## src/rtl/load_store_unit.sv

```systemverilog
// RV32I load/store unit: single outstanding request, byte/half/word lanes, one-cycle response pulse.
// Optional macro LSU_MISALIGN_TRAP_EN turns misaligned halfword/word accesses into error responses.
module load_store_unit #(
    parameter int ADDR_WIDTH = 32
) (
    input  logic                  clk,
    input  logic                  reset,
    input  logic                  req_valid,
    output logic                  req_ready,
    input  logic                  req_we,
    input  logic [2:0]            req_funct3,
    input  logic [ADDR_WIDTH-1:0] req_addr,
    input  logic [31:0]           req_wdata,
    output logic                  resp_valid,
    output logic [31:0]           resp_rdata,
    output logic                  resp_err,
    output logic                  mem_en,
    output logic [3:0]            mem_we,
    output logic [ADDR_WIDTH-1:0] mem_addr,
    output logic [31:0]           mem_wdata,
    input  logic [31:0]           mem_rdata
);

    typedef enum logic [1:0] {IDLE, ACCESS, WAIT, RESP} state_e;

    state_e                  state_q, state_d;
    logic                    we_q, we_d;
    logic [2:0]              funct3_q, funct3_d;
    logic [1:0]              offset_q, offset_d;
    logic                    mem_en_q, mem_en_d;
    logic [3:0]              mem_we_q, mem_we_d;
    logic [ADDR_WIDTH-1:0]   mem_addr_q, mem_addr_d;
    logic [31:0]             mem_wdata_q, mem_wdata_d;
    logic                    resp_valid_q, resp_valid_d;
    logic                    resp_err_q, resp_err_d;
    logic [31:0]             resp_rdata_q, resp_rdata_d;

    logic                    req_legal;
    logic [3:0]              store_we;
    logic [31:0]             store_wdata;
    logic [31:0]             rdata_shifted;
    logic [15:0]             rdata_half;
    logic [31:0]             load_data;

    assign req_ready = (state_q == IDLE) && reset;

    always_comb begin
        // NOTE: every always_comb output gets a default first so no latch is inferred.
        req_legal = 1'b0;
        case (req_funct3)
            3'b000, 3'b001, 3'b010: req_legal = 1'b1;
            3'b100, 3'b101:         req_legal = !req_we;
            default:                req_legal = 1'b0;
        endcase
`ifdef LSU_MISALIGN_TRAP_EN
        if (req_funct3[1:0] == 2'b01 && req_addr[0])
            req_legal = 1'b0;
        if (req_funct3[1:0] == 2'b10 && req_addr[1:0] != 2'b00)
            req_legal = 1'b0;
`endif
    end

    // Store lane enables and replicated data; low address bits beyond the access size are ignored.
    always_comb begin
        store_we    = 4'b0000;
        store_wdata = 32'h0;
        case (req_funct3[1:0])
            2'b00: begin
                store_we    = 4'b0001 << req_addr[1:0];
                store_wdata = {4{req_wdata[7:0]}};
            end
            2'b01: begin
                store_we    = req_addr[1] ? 4'b1100 : 4'b0011;
                store_wdata = {2{req_wdata[15:0]}};
            end
            default: begin
                store_we    = 4'b1111;
                store_wdata = req_wdata;
            end
        endcase
    end

    assign rdata_shifted = mem_rdata >> {offset_q, 3'b000};
    assign rdata_half    = offset_q[1] ? mem_rdata[31:16] : mem_rdata[15:0];

    always_comb begin
        load_data = 32'h0;
        case (funct3_q)
            3'b000:  load_data = {{24{rdata_shifted[7]}}, rdata_shifted[7:0]};
            3'b001:  load_data = {{16{rdata_half[15]}}, rdata_half};
            3'b010:  load_data = mem_rdata;
            3'b100:  load_data = {24'h0, rdata_shifted[7:0]};
            3'b101:  load_data = {16'h0, rdata_half};
            default: load_data = 32'h0;
        endcase
    end

    always_comb begin
        state_d      = state_q;
        we_d         = we_q;
        funct3_d     = funct3_q;
        offset_d     = offset_q;
        mem_en_d     = 1'b0;
        mem_we_d     = 4'b0000;
        mem_addr_d   = '0;
        mem_wdata_d  = 32'h0;
        resp_valid_d = 1'b0;
        resp_err_d   = 1'b0;
        resp_rdata_d = 32'h0;
        case (state_q)
            IDLE: begin
                if (req_valid && req_ready) begin
                    we_d     = req_we;
                    funct3_d = req_funct3;
                    offset_d = req_addr[1:0];
                    if (req_legal) begin
                        state_d     = ACCESS;
                        mem_en_d    = 1'b1;
                        mem_addr_d  = {req_addr[ADDR_WIDTH-1:2], 2'b00};
                        mem_we_d    = req_we ? store_we : 4'b0000;
                        mem_wdata_d = req_we ? store_wdata : 32'h0;
                    end else begin
                        state_d      = RESP;
                        resp_valid_d = 1'b1;
                        resp_err_d   = 1'b1;
                    end
                end
            end
            ACCESS: begin
                if (we_q) begin
                    state_d      = RESP;
                    resp_valid_d = 1'b1;
                end else begin
                    state_d = WAIT;
                end
            end
            WAIT: begin
                state_d      = RESP;
                resp_valid_d = 1'b1;
                resp_rdata_d = load_data;
            end
            default: state_d = IDLE;
        endcase
    end

    // Async reset clears mem_en immediately, abandoning any access in flight.
    always_ff @(posedge clk or negedge reset) begin
        if (!reset) begin
            state_q      <= IDLE;
            we_q         <= 1'b0;
            funct3_q     <= 3'b000;
            offset_q     <= 2'b00;
            mem_en_q     <= 1'b0;
            mem_we_q     <= 4'b0000;
            mem_addr_q   <= '0;
            mem_wdata_q  <= 32'h0;
            resp_valid_q <= 1'b0;
            resp_err_q   <= 1'b0;
            resp_rdata_q <= 32'h0;
        end else begin
            // NOTE: sequential state uses non-blocking assignments so all flops update together.
            state_q      <= state_d;
            we_q         <= we_d;
            funct3_q     <= funct3_d;
            offset_q     <= offset_d;
            mem_en_q     <= mem_en_d;
            mem_we_q     <= mem_we_d;
            mem_addr_q   <= mem_addr_d;
            mem_wdata_q  <= mem_wdata_d;
            resp_valid_q <= resp_valid_d;
            resp_err_q   <= resp_err_d;
            resp_rdata_q <= resp_rdata_d;
        end
    end

    assign mem_en     = mem_en_q;
    assign mem_we     = mem_we_q;
    assign mem_addr   = mem_addr_q;
    assign mem_wdata  = mem_wdata_q;
    assign resp_valid = resp_valid_q;
    assign resp_err   = resp_err_q;
    assign resp_rdata = resp_rdata_q;

endmodule

```

## config.mk

```make
export PLATFORM = sky130hd
export DESIGN_NAME = load_store_unit
export DESIGN_NICKNAME = d
export VERILOG_FILES = /design/src/rtl/load_store_unit.sv
export SDC_FILE = /design/constraint.sdc
export NUM_CORES = 1
export LEC_CHECK = 0
export CAP_MARGIN = 5
export CORE_MARGIN = 2
export CORE_UTILIZATION = 45
export CTS_CLUSTER_DIAMETER = 100
export DETAILED_ROUTE_END_ITERATION = 10
export PLACE_DENSITY = 0.86
export SLEW_MARGIN = 20
export SYNTH_ARGS = -nofsm -noshare
export SYNTH_HDL_FRONTEND = slang
export SYNTH_SLANG_ARGS = --single-unit
export TNS_END_PERCENT = 10
```

## constraint.sdc

```tcl
create_clock -name clk -period 4.2 [get_ports clk]
set_input_delay 0.84 -clock clk [delete_from_list [all_inputs] [get_ports clk]]
set_output_delay 0.84 -clock clk [all_outputs]
set_load 0.02 [all_outputs]
```

==> run metrics, run 1 <==
Tmin final 2840 ps; Yosys Warn Count 0; via/cell ratio 5.18; synth-to-layout area growth 51.9%; combinational share of power 39.6%; setup TNS 0 ps; R2R Path End mem_wdata[5]$_DFF_PN0_; Syn Area/Cell 11.1 µm²; area of the core 9730 µm²; largest net degree at the start of global routing 55; Main synth FF type dfrtp_1; Slew Limit Headroom 31.7%; Non-Filler Instances 738; Int Pwr 0.00208 W; RSZ-0062 raised after global routing false; post-CTS setup buffers 0; initial antenna violation count 0; DRT Wirelength 12700 µm; synth unique cells 41; CP max stage cell inv_1; clk sinks 109; PostCTS Resize Cnt 0; share of post-route cells with drive strength above 1 6.78%; final hold vios 0; most frequent cells in the layout clkdlybuf4s50_1 (203), dfrtp_1 (109), nand2_1 (70); GRT overflow 0; PwrDens 480 nW/µm²; sequential power share 41.5%; CTS tree done; Tightest Hold Check Type in2async; final setup margin 1360 ps; Synth top area share 60.7%; largest family of logic cells by synthesized area simple AND/OR/NAND/NOR gates; Peak Freq 353 MHz; routed wl met3 1280 µm; CP Capture Point mem_wdata[5]$_DFF_PN0_; Setup violations, final 0; initial DRC count 121; DP Wirelength 9470 µm; Mapped Cells 405; Critical R2R Launch state_q[0]$_DFFE_PN0P_; post-synthesis mux area share 8.50%; CP Max Fanout 39; Die W 104 µm; WP data arrival 3140 ps; clock root buffer clkbuf_8; CTS Hold Bufs 0; dpl cell area 6630 µm²; crit path buf inv count 2; Worst Path Required 4510 ps; number of synthesized flops with an enable pin 0; setup slack, reg-to-reg 1500 ps; cell taking the most area after synthesis dfrtp_1; Post-Syn Area 4490 µm²; commonest non-fill, non-tap cell in the layout clkdlybuf4s50_1; Worst path max stage delay 680 ps; Fill cells 717; Net Sw Power 0.00120 W; Die ar. 10800 µm²; Synth Register Bits 109; Clk network pwr share 18.8%; asr flop ratio synth 100%; clk_lat worst skew 360 ps; Worst-Margin Slew 1020 ps; fin crit share 67.5%; crit-path cells clkdlybuf4s50_1 > o21a_1 > or3_1 > inv_1 > and3_1; total track usage 23.4%; post-route ant nets 0; Crit path depth 5; first-pass GRT wire length 20100 µm; DR top layer met4; DIE HEIGHT 104 µm; CTS clk-pin slew, worst paths 110 ps; port bufs 204; Synth Area in Compound Gates 11.4%; Post-Place Cells 722; DR WL met2 6280 µm; Clock Skew 16.6 ps; CP Class in2reg; standard-cell rows 36; static leakage 3.07 nW; startpoint types primary input; Clock Path Buffers 2; R2R depth 6; TritonCTS buffer count 9; worst setup path startpoint req_funct3[0]; I/O Pins 207; Final nets 707; H-tree depth 3; first-pass iteration count of the detailed router 4; Avg WL per Cell 17.2 µm; Worst Setup End Kind flop; pre-CTS setup slack 987 ps; post-synthesis sequential area ratio 60.7%; maximum vdd drop 0.285 mV; # diodes 0; XOR/XNOR share of the synthesized area 0%; adder-cell area share of the yosys netlist 1.11%; initial core utilization 46.2%; total design power 0.00328 W; met1 WL 4760 µm; status complete, no violations; DR DRC count 0; Finished Cell Area 6820 µm²; sw frac 36.5%; Max Slew Vio Count 0; CP delay by family, top buffers and inverters; top post-synthesis cells by area dfrtp_1 (61%), nand2_1 (5.8%), a21oi_1 (5.6%); via count 3825; GP Congestion 0.922; MaxCap Viol Count 0; Synth Area in Simple Gates 14.8%; number of global-route vias before repair 3948
worst min-delay path by stage:
stage,from,to,slack (ps),cells past startpoint
global route,reset,resp_rdata[31]$_DFF_PN0_,250,1
global placement,we_q$_DFFE_PN0P_,we_q$_DFFE_PN0P_,470,2
CTS,reset,resp_rdata[31]$_DFF_PN0_,260,1
detailed placement,we_q$_DFFE_PN0P_,we_q$_DFFE_PN0P_,490,2
finish,reset,resp_rdata[31]$_DFF_PN0_,270,1
floorplan,we_q$_DFFE_PN0P_,we_q$_DFFE_PN0P_,450,2
state kept, by name, summed over array words and instances, names as in the netlist:
name	count
state_q	2
mem_wdata	32
mem_we	4
resp_err	1
we_q	1
offset_q	2
funct3_q	3
resp_rdata	32
resp_valid	1
mem_en	1
mem_addr	30
per-stage QoR:
step / hold WS [ps] / util, %
floorplan: 446 / -
global placement: 470 / 68.1
finish: 270 / 70.1
global route: 253 / 70.1
detailed placement: 492 / 68.1
CTS: 258 / 70.1
logic make-up (layout without fill, tap and decap cells):
group           count (synthesis)  count (layout)
flops                         109             109
simple gates                  138             138
buf+inv                        35             234
compound gates                 83              83
mux                            35              35
other cells                     1               2
fa+ha+maj                       4               4
power by group through the flow:
stage | combinational (W) | clock (W) | sequential [W]
global placement | 0.00126 | 0 | 0.00137
floorplan | 0.000669 | 0 | 0.00146
finish | 0.00130 | 0.000618 | 0.00136
detailed placement | 0.00129 | 0 | 0.00138
global route | 0.00139 | 0.000667 | 0.00139
CTS | 0.00129 | 0.000631 | 0.00136
final cells by class:
cell class	count	area [µm²]	share of cell area [%]
inverters	9	33.8	0.495
well taps	133	166	2.44
flip-flops and latches	109	2730	40.0
multi-input cells	262	1620	23.8
clock buffers	10	138	2.02
clock inverters	6	57.6	0.843
repair buffers	209	2080	30.4
cell usage after synthesis, drive strengths merged (4+ instances only):
| cell type | instances |
|---|---|
| o32a | 7 |
| nand2 | 70 |
| dfrtp | 109 |
| clkbuf | 18 |
| mux2 | 12 |
| a2bb2oi | 7 |
| ha | 4 |
| o21ai | 8 |
| nor2 | 10 |
| buf | 8 |
| a21oi | 50 |
| and2 | 32 |
| inv | 8 |
| mux2i | 22 |
| nor3 | 5 |
| and3 | 9 |
per-layer routing:
layer	global-route usage, %	vias up
met1	27.6	1832
met4	8.88	0
met2	39.6	215
met3	8.21	23
met5	0	-
li1	-	1755
(Power assumes the default switching activity.)
==> run 2: changes to the inputs <==
CORE_UTILIZATION = 41   (was 45)
PLACE_DENSITY = 0.8   (was 0.86)
clock period = 2.9 ns   (was 4.2 ns; I/O delays follow)
==> run metrics, run 2 (synthesized netlist as in run 1, its figures left out) <==
CTS tree done (unchanged); clock root buffer clkbuf_8 (unchanged); TritonCTS buffer count 9 (unchanged); maximum vdd drop 0.446 mV (was 0.285 mV); PwrDens 689 nW/µm² (was 480 nW/µm²); total design power 0.00473 W (was 0.00328 W); Worst-Margin Slew 933 ps (was 1020 ps); first-pass GRT wire length 19700 µm (was 20100 µm); Worst Path Required 2320 ps (was 4510 ps); via/cell ratio 5.07 (was 5.18); PostCTS Resize Cnt 0 (unchanged); CP Class reg2out (was in2reg); total track usage 21.9% (was 23.4%); Tmin final 2500 ps; number of global-route vias before repair 3800 (was 3948); Finished Cell Area 6870 µm² (was 6820 µm²); static leakage 3.10 nW (was 3.07 nW); Clock Skew 12.4 ps (was 16.6 ps); status complete, no violations (unchanged); WP data arrival 1920 ps (was 3140 ps); H-tree depth 3 (unchanged); dpl cell area 6680 µm² (was 6630 µm²); Avg WL per Cell 17.3 µm (was 17.2 µm); DIE HEIGHT 109 µm (was 104 µm); I/O Pins 207 (unchanged); first-pass iteration count of the detailed router 4 (unchanged); Clock Path Buffers 2 (unchanged); clk sinks 109 (unchanged); GP Congestion 0.910 (was 0.922); Final nets 713 (was 707); port bufs 204 (unchanged); commonest non-fill, non-tap cell in the layout clkdlybuf4s50_1 (unchanged); most frequent cells in the layout clkdlybuf4s50_1 (203), dfrtp_1 (109), nand2_1 (70) (unchanged); GRT overflow 0 (unchanged); worst setup path startpoint state_q[0]$_DFFE_PN0P_ (was req_funct3[0]); post-route ant nets 0 (unchanged); largest net degree at the start of global routing 55 (unchanged); standard-cell rows 38 (was 36); R2R depth 7 (was 6); CTS Hold Bufs 0 (unchanged); final setup margin 398 ps (was 1360 ps); initial core utilization 41.8% (was 46.2%); # diodes 0 (unchanged); CP Capture Point req_ready (was mem_wdata[5]$_DFF_PN0_); Worst Setup End Kind primary output (was flop); Die W 109 µm (was 104 µm); clk_lat worst skew 370 ps (was 360 ps); Fill cells 853 (was 717); DP Wirelength 9930 µm (was 9470 µm); Die ar. 11800 µm² (was 10800 µm²); Slew Limit Headroom 37.5% (was 31.7%); Critical R2R Launch state_q[0]$_DFFE_PN0P_ (unchanged); CP Max Fanout 7 (was 39); final hold vios 0 (unchanged); Peak Freq 400 MHz; initial DRC count 136 (was 121); post-CTS setup buffers 0 (unchanged); R2R Path End mem_addr[2]$_DFF_PN0_ (was mem_wdata[5]$_DFF_PN0_); Max Slew Vio Count 0 (unchanged); DR DRC count 0 (unchanged); pre-CTS setup slack 424 ps (was 987 ps); CTS clk-pin slew, worst paths 90 ps (was 110 ps); setup slack, reg-to-reg 710 ps (was 1500 ps); synth-to-layout area growth 53.0% (was 51.9%); RSZ-0062 raised after global routing false (unchanged); Tightest Hold Check Type in2async (unchanged); via count 3809 (was 3825); share of post-route cells with drive strength above 1 7.53% (was 6.78%); initial antenna violation count 0 (unchanged); fin crit share 86.3%; area of the core 10700 µm² (was 9730 µm²); MaxCap Viol Count 0 (unchanged); Setup violations, final 0 (unchanged); setup TNS 0 ps (unchanged); DRT Wirelength 13000 µm (was 12700 µm); startpoint types flop (was primary input)
[run 2: cell types whose count changed in the layout (fill, tap and decap cells not counted)]
cell	before	now
buf_4	6	12
clkinv_8	1	0
inv_8	1	2
nor2b_1	2	3
nor2b_2	1	0
[run 2: worst min-delay path by stage]
stage / from / endpoint / slack [ps]
after detailed placement: reset / resp_valid$_DFF_PN0_ / 400
after global placement: reset / state_q[1]$_DFFE_PN0P_ / 400
after CTS: reset / resp_valid$_DFF_PN0_ / 6
after global routing: reset / resp_err$_DFF_PN0_ / 1
after floorplan: reset / funct3_q[0]$_DFFE_PN0P_ / 280
final: reset / resp_err$_DFF_PN0_ / 20
[run 2: through the flow]
step / instances / util (%) / hold slack (ps)
after detailed placement: 735 / 62.2 / 404
after global routing: 751 / 63.9 / 1.12
after CTS: 751 / 63.9 / 5.62
after global placement: 735 / 62.2 / 400
after floorplan: 406 / - / 284
final: 751 / 63.9 / 22.0
[run 2: critical path: stages (launching register included)]
cell             delay [ps]
dfrtp_1                 420
inv_1                   110
ha_1                    280
and2_1                  160
clkdlybuf4s50_1         590
[run 2: power by group]
group	internal, W	total [W]	switching [W]
registers	0.00176	0.00192	0.000159
clock network	0.000351	0.000877	0.000525
logic	0.000912	0.00194	0.00103
[run 2: final cells by class]
cell class                      instances  area (µm²)  area share [%]
Clock buffer                           10         138            2.00
Clock inverter                          6        52.6           0.765
Inverter                                9        33.8           0.492
Multi-Input combinational cell        262        1620            23.6
Sequential cell                       109        2730            39.7
Tap cell                              140         175            2.55
Timing Repair Buffer                  215        2120            30.9
[run 2: per-layer routing]
| layer | global-route usage, % | vias to the layer above | share of wire (%) |
|---|---|---|---|
| li1 | - | 1777 | - |
| met1 | 24.9 | 1810 | 37 |
| met2 | 37.9 | 202 | 50 |
| met3 | 9.32 | 20 | 12 |
| met4 | 6.14 | 0 | 1.7 |
| met5 | 0 | - | 0 |
==> run 3: changes to the inputs <==
MAX_ROUTING_LAYER = met4   (was unset)
SETUP_SLACK_MARGIN = 0.2   (was unset)
==> run metrics, run 3 (synthesized netlist as in run 1, its figures left out) <==
R2R Path End mem_addr[2]$_DFF_PN0_ (unchanged); DRT Wirelength 13100 µm (was 13000 µm); port bufs 204 (unchanged); Fill cells 850 (was 853); area of the core 10700 µm² (unchanged); DIE HEIGHT 109 µm (unchanged); first-pass GRT wire length 19500 µm (was 19700 µm); Finished Cell Area 6870 µm² (about the same); Clock Skew 10.6 ps (was 12.4 ps); PwrDens 688 nW/µm² (was 689 nW/µm²); Hold Path Depth 2; standard-cell rows 38 (unchanged); clk sinks 109 (unchanged); static leakage 3.11 nW (was 3.10 nW); Critical R2R Launch state_q[1]$_DFFE_PN0P_ (was state_q[0]$_DFFE_PN0P_); synth-to-layout area growth 53.0% (about the same); DR DRC count 0 (unchanged); combinational share of power 40.9% (was 41.0%); CP Max Fanout 30 (was 7); CTS tree done (unchanged); Net Sw Power 0.00173 W (was 0.00171 W); Final nets 714 (was 713); sw frac 36.6% (was 36.2%); hold path endpoint offset_q[1]$_DFFE_PN0P_; GRT overflow 0 (unchanged); number of global-route vias before repair 3827 (was 3800); Die W 109 µm (unchanged); I/O Pins 207 (unchanged); commonest non-fill, non-tap cell in the layout clkdlybuf4s50_1 (unchanged); largest net degree at the start of global routing 57 (was 55); Tmin final 2330 ps (was 2500 ps); H-tree depth 3 (unchanged); maximum vdd drop 0.357 mV (was 0.446 mV); dpl cell area 6680 µm² (unchanged); R2R depth 7 (unchanged); clk_lat worst skew 380 ps (was 370 ps); first-pass iteration count of the detailed router 8 (was 4); post-route ant nets 0 (unchanged); Die ar. 11800 µm² (unchanged); Worst Path Required 3210 ps (was 2320 ps); initial core utilization 41.8% (unchanged); CTS clk-pin slew, worst paths 100 ps (was 90 ps); total track usage 22.8% (was 21.9%); Setup violations, final 0 (unchanged); Tightest Hold Check Type reg2reg (was in2async); MaxCap Viol Count 0 (unchanged); sequential power share 40.5% (about the same); CP Class in2reg (was reg2out); Clk network pwr share 18.6% (was 18.5%); via count 3881 (was 3809); Slew Limit Headroom 35.0% (was 37.5%); RSZ-0062 raised after global routing false (unchanged); final hold vios 0 (unchanged); # diodes 0 (unchanged); Int Pwr 0.00300 W (was 0.00302 W); multi-input logic area 1620 µm² (unchanged); Worst-Margin Slew 971 ps (was 933 ps); setup TNS 0 ps (unchanged); WP data arrival 2640 ps (was 1920 ps); Worst Setup End Kind flop (was primary output); startpoint types primary input (was flop); hold_sp offset_q[1]$_DFFE_PN0P_; share of post-route cells with drive strength above 1 7.35% (was 7.53%); initial antenna violation count 0 (unchanged); Max Slew Vio Count 0 (unchanged); clock root buffer clkbuf_8 (unchanged); DP Wirelength 9910 µm (was 9930 µm); TritonCTS buffer count 9 (unchanged); Avg WL per Cell 17.5 µm (was 17.3 µm); status complete, no violations (unchanged); GP Congestion 0.938 (was 0.910); initial DRC count 170 (was 136); Clock Path Buffers 2 (unchanged); setup slack, reg-to-reg 720 ps (was 710 ps); Peak Freq 430 MHz (was 400 MHz); Sequential cell area 2730 µm² (unchanged); most frequent cells in the layout clkdlybuf4s50_1 (202), dfrtp_1 (109), nand2_1 (70) (was clkdlybuf4s50_1 (203), dfrtp_1 (109), nand2_1 (70)); via/cell ratio 5.16 (was 5.07); fin crit share 80.2% (was 86.3%)
## run 3: cell count changes in the layout (fill, tap and decap cells not counted)
| cell | previous run | this run |
|---|---|---|
| clkbuf_8 | 10 | 9 |
| clkdlybuf4s50_1 | 203 | 202 |
| dlymetal6s2s_1 | 0 | 1 |
| clkinvlp_4 | 1 | 0 |
| clkbuf_1 | 0 | 1 |
| dlygate4sd3_1 | 0 | 1 |
| clkinv_4 | 1 | 2 |
## run 3: how the worst max path moves through the flow
stage / startpoint / endpoint / slack (ps) / cells past startpoint
2_1_floorplan: mem_rdata[7] / resp_rdata[21]$_DFF_PN0_ / 990 / 4
3_3_place_gp: req_valid / mem_addr[28]$_DFF_PN0_ / 560 / 6
3_5_place_dp: req_funct3[1] / mem_addr[2]$_DFF_PN0_ / 430 / 6
4_1_cts: reset / req_ready / 230 / 4
5_1_grt: reset / mem_addr[2]$_DFF_PN0_ / 450 / 7
6_report: reset / mem_addr[2]$_DFF_PN0_ / 570 / 7
## run 3: cell type report
| type | count | area share (%) |
|---|---|---|
| well taps | 140 | 2.55 |
| repair buffers | 216 | 31.1 |
| inverters | 9 | 0.491 |
| clock buffers | 10 | 1.86 |
| multi-input cells | 262 | 23.6 |
| clock inverters | 6 | 0.783 |
| flip-flops and latches | 109 | 39.7 |
## run 3: what timing repair did
| action | CTS | global route |
|---|---|---|
| endpoints found under the setup margin | 0 | 1 |
| hold endpoints to repair | 4 | 0 |
| buffers inserted | 0 | 0 |
| hold buffers | 1 | 0 |
| gates resized for setup | 0 | 1 |
## run 3: metal layers
metal | global-route usage (%) | vias up | wire length, µm
li1 | - | 1772 | -
met1 | 26.3 | 1843 | 5060
met2 | 37.8 | 241 | 6370
met3 | 6.16 | 25 | 1350
met4 | 9.25 | 0 | 359
met5 | - | - | 0
## run 3: worst max-delay path, cell delays in order
cell and delay, ps:
dlygate4sd3_1 570, buf_4 180, nand3_1 100, or3_1 480, inv_1 230, buf_4 300
and2_1 180
## run 3: stage by stage
stage | power [W] | std cells | hold WS, ps | setup slack (ps) | utilization (%)
floorplan | 0.00309 | 406 | 284 | 989 | -
global placement | 0.00381 | 735 | 400 | 557 | 62.2
detailed placement | 0.00387 | 735 | 400 | 426 | 62.2
CTS | 0.00475 | 752 | 524 | 226 | 63.9
global route | 0.00498 | 752 | 571 | 447 | 64.0
finish | 0.00473 | 752 | 528 | 575 | 64.0
## run 3: power groups by stage
| stage | registers (W) | logic, W | clock network (W) |
|---|---|---|---|
| floorplan | 0.00212 | 0.000969 | 0 |
| global placement | 0.00193 | 0.00187 | 0 |
| detailed placement | 0.00195 | 0.00192 | 0 |
| CTS | 0.00191 | 0.00193 | 0.000904 |
| global route | 0.00194 | 0.00207 | 0.000962 |
| finish | 0.00192 | 0.00194 | 0.000878 |
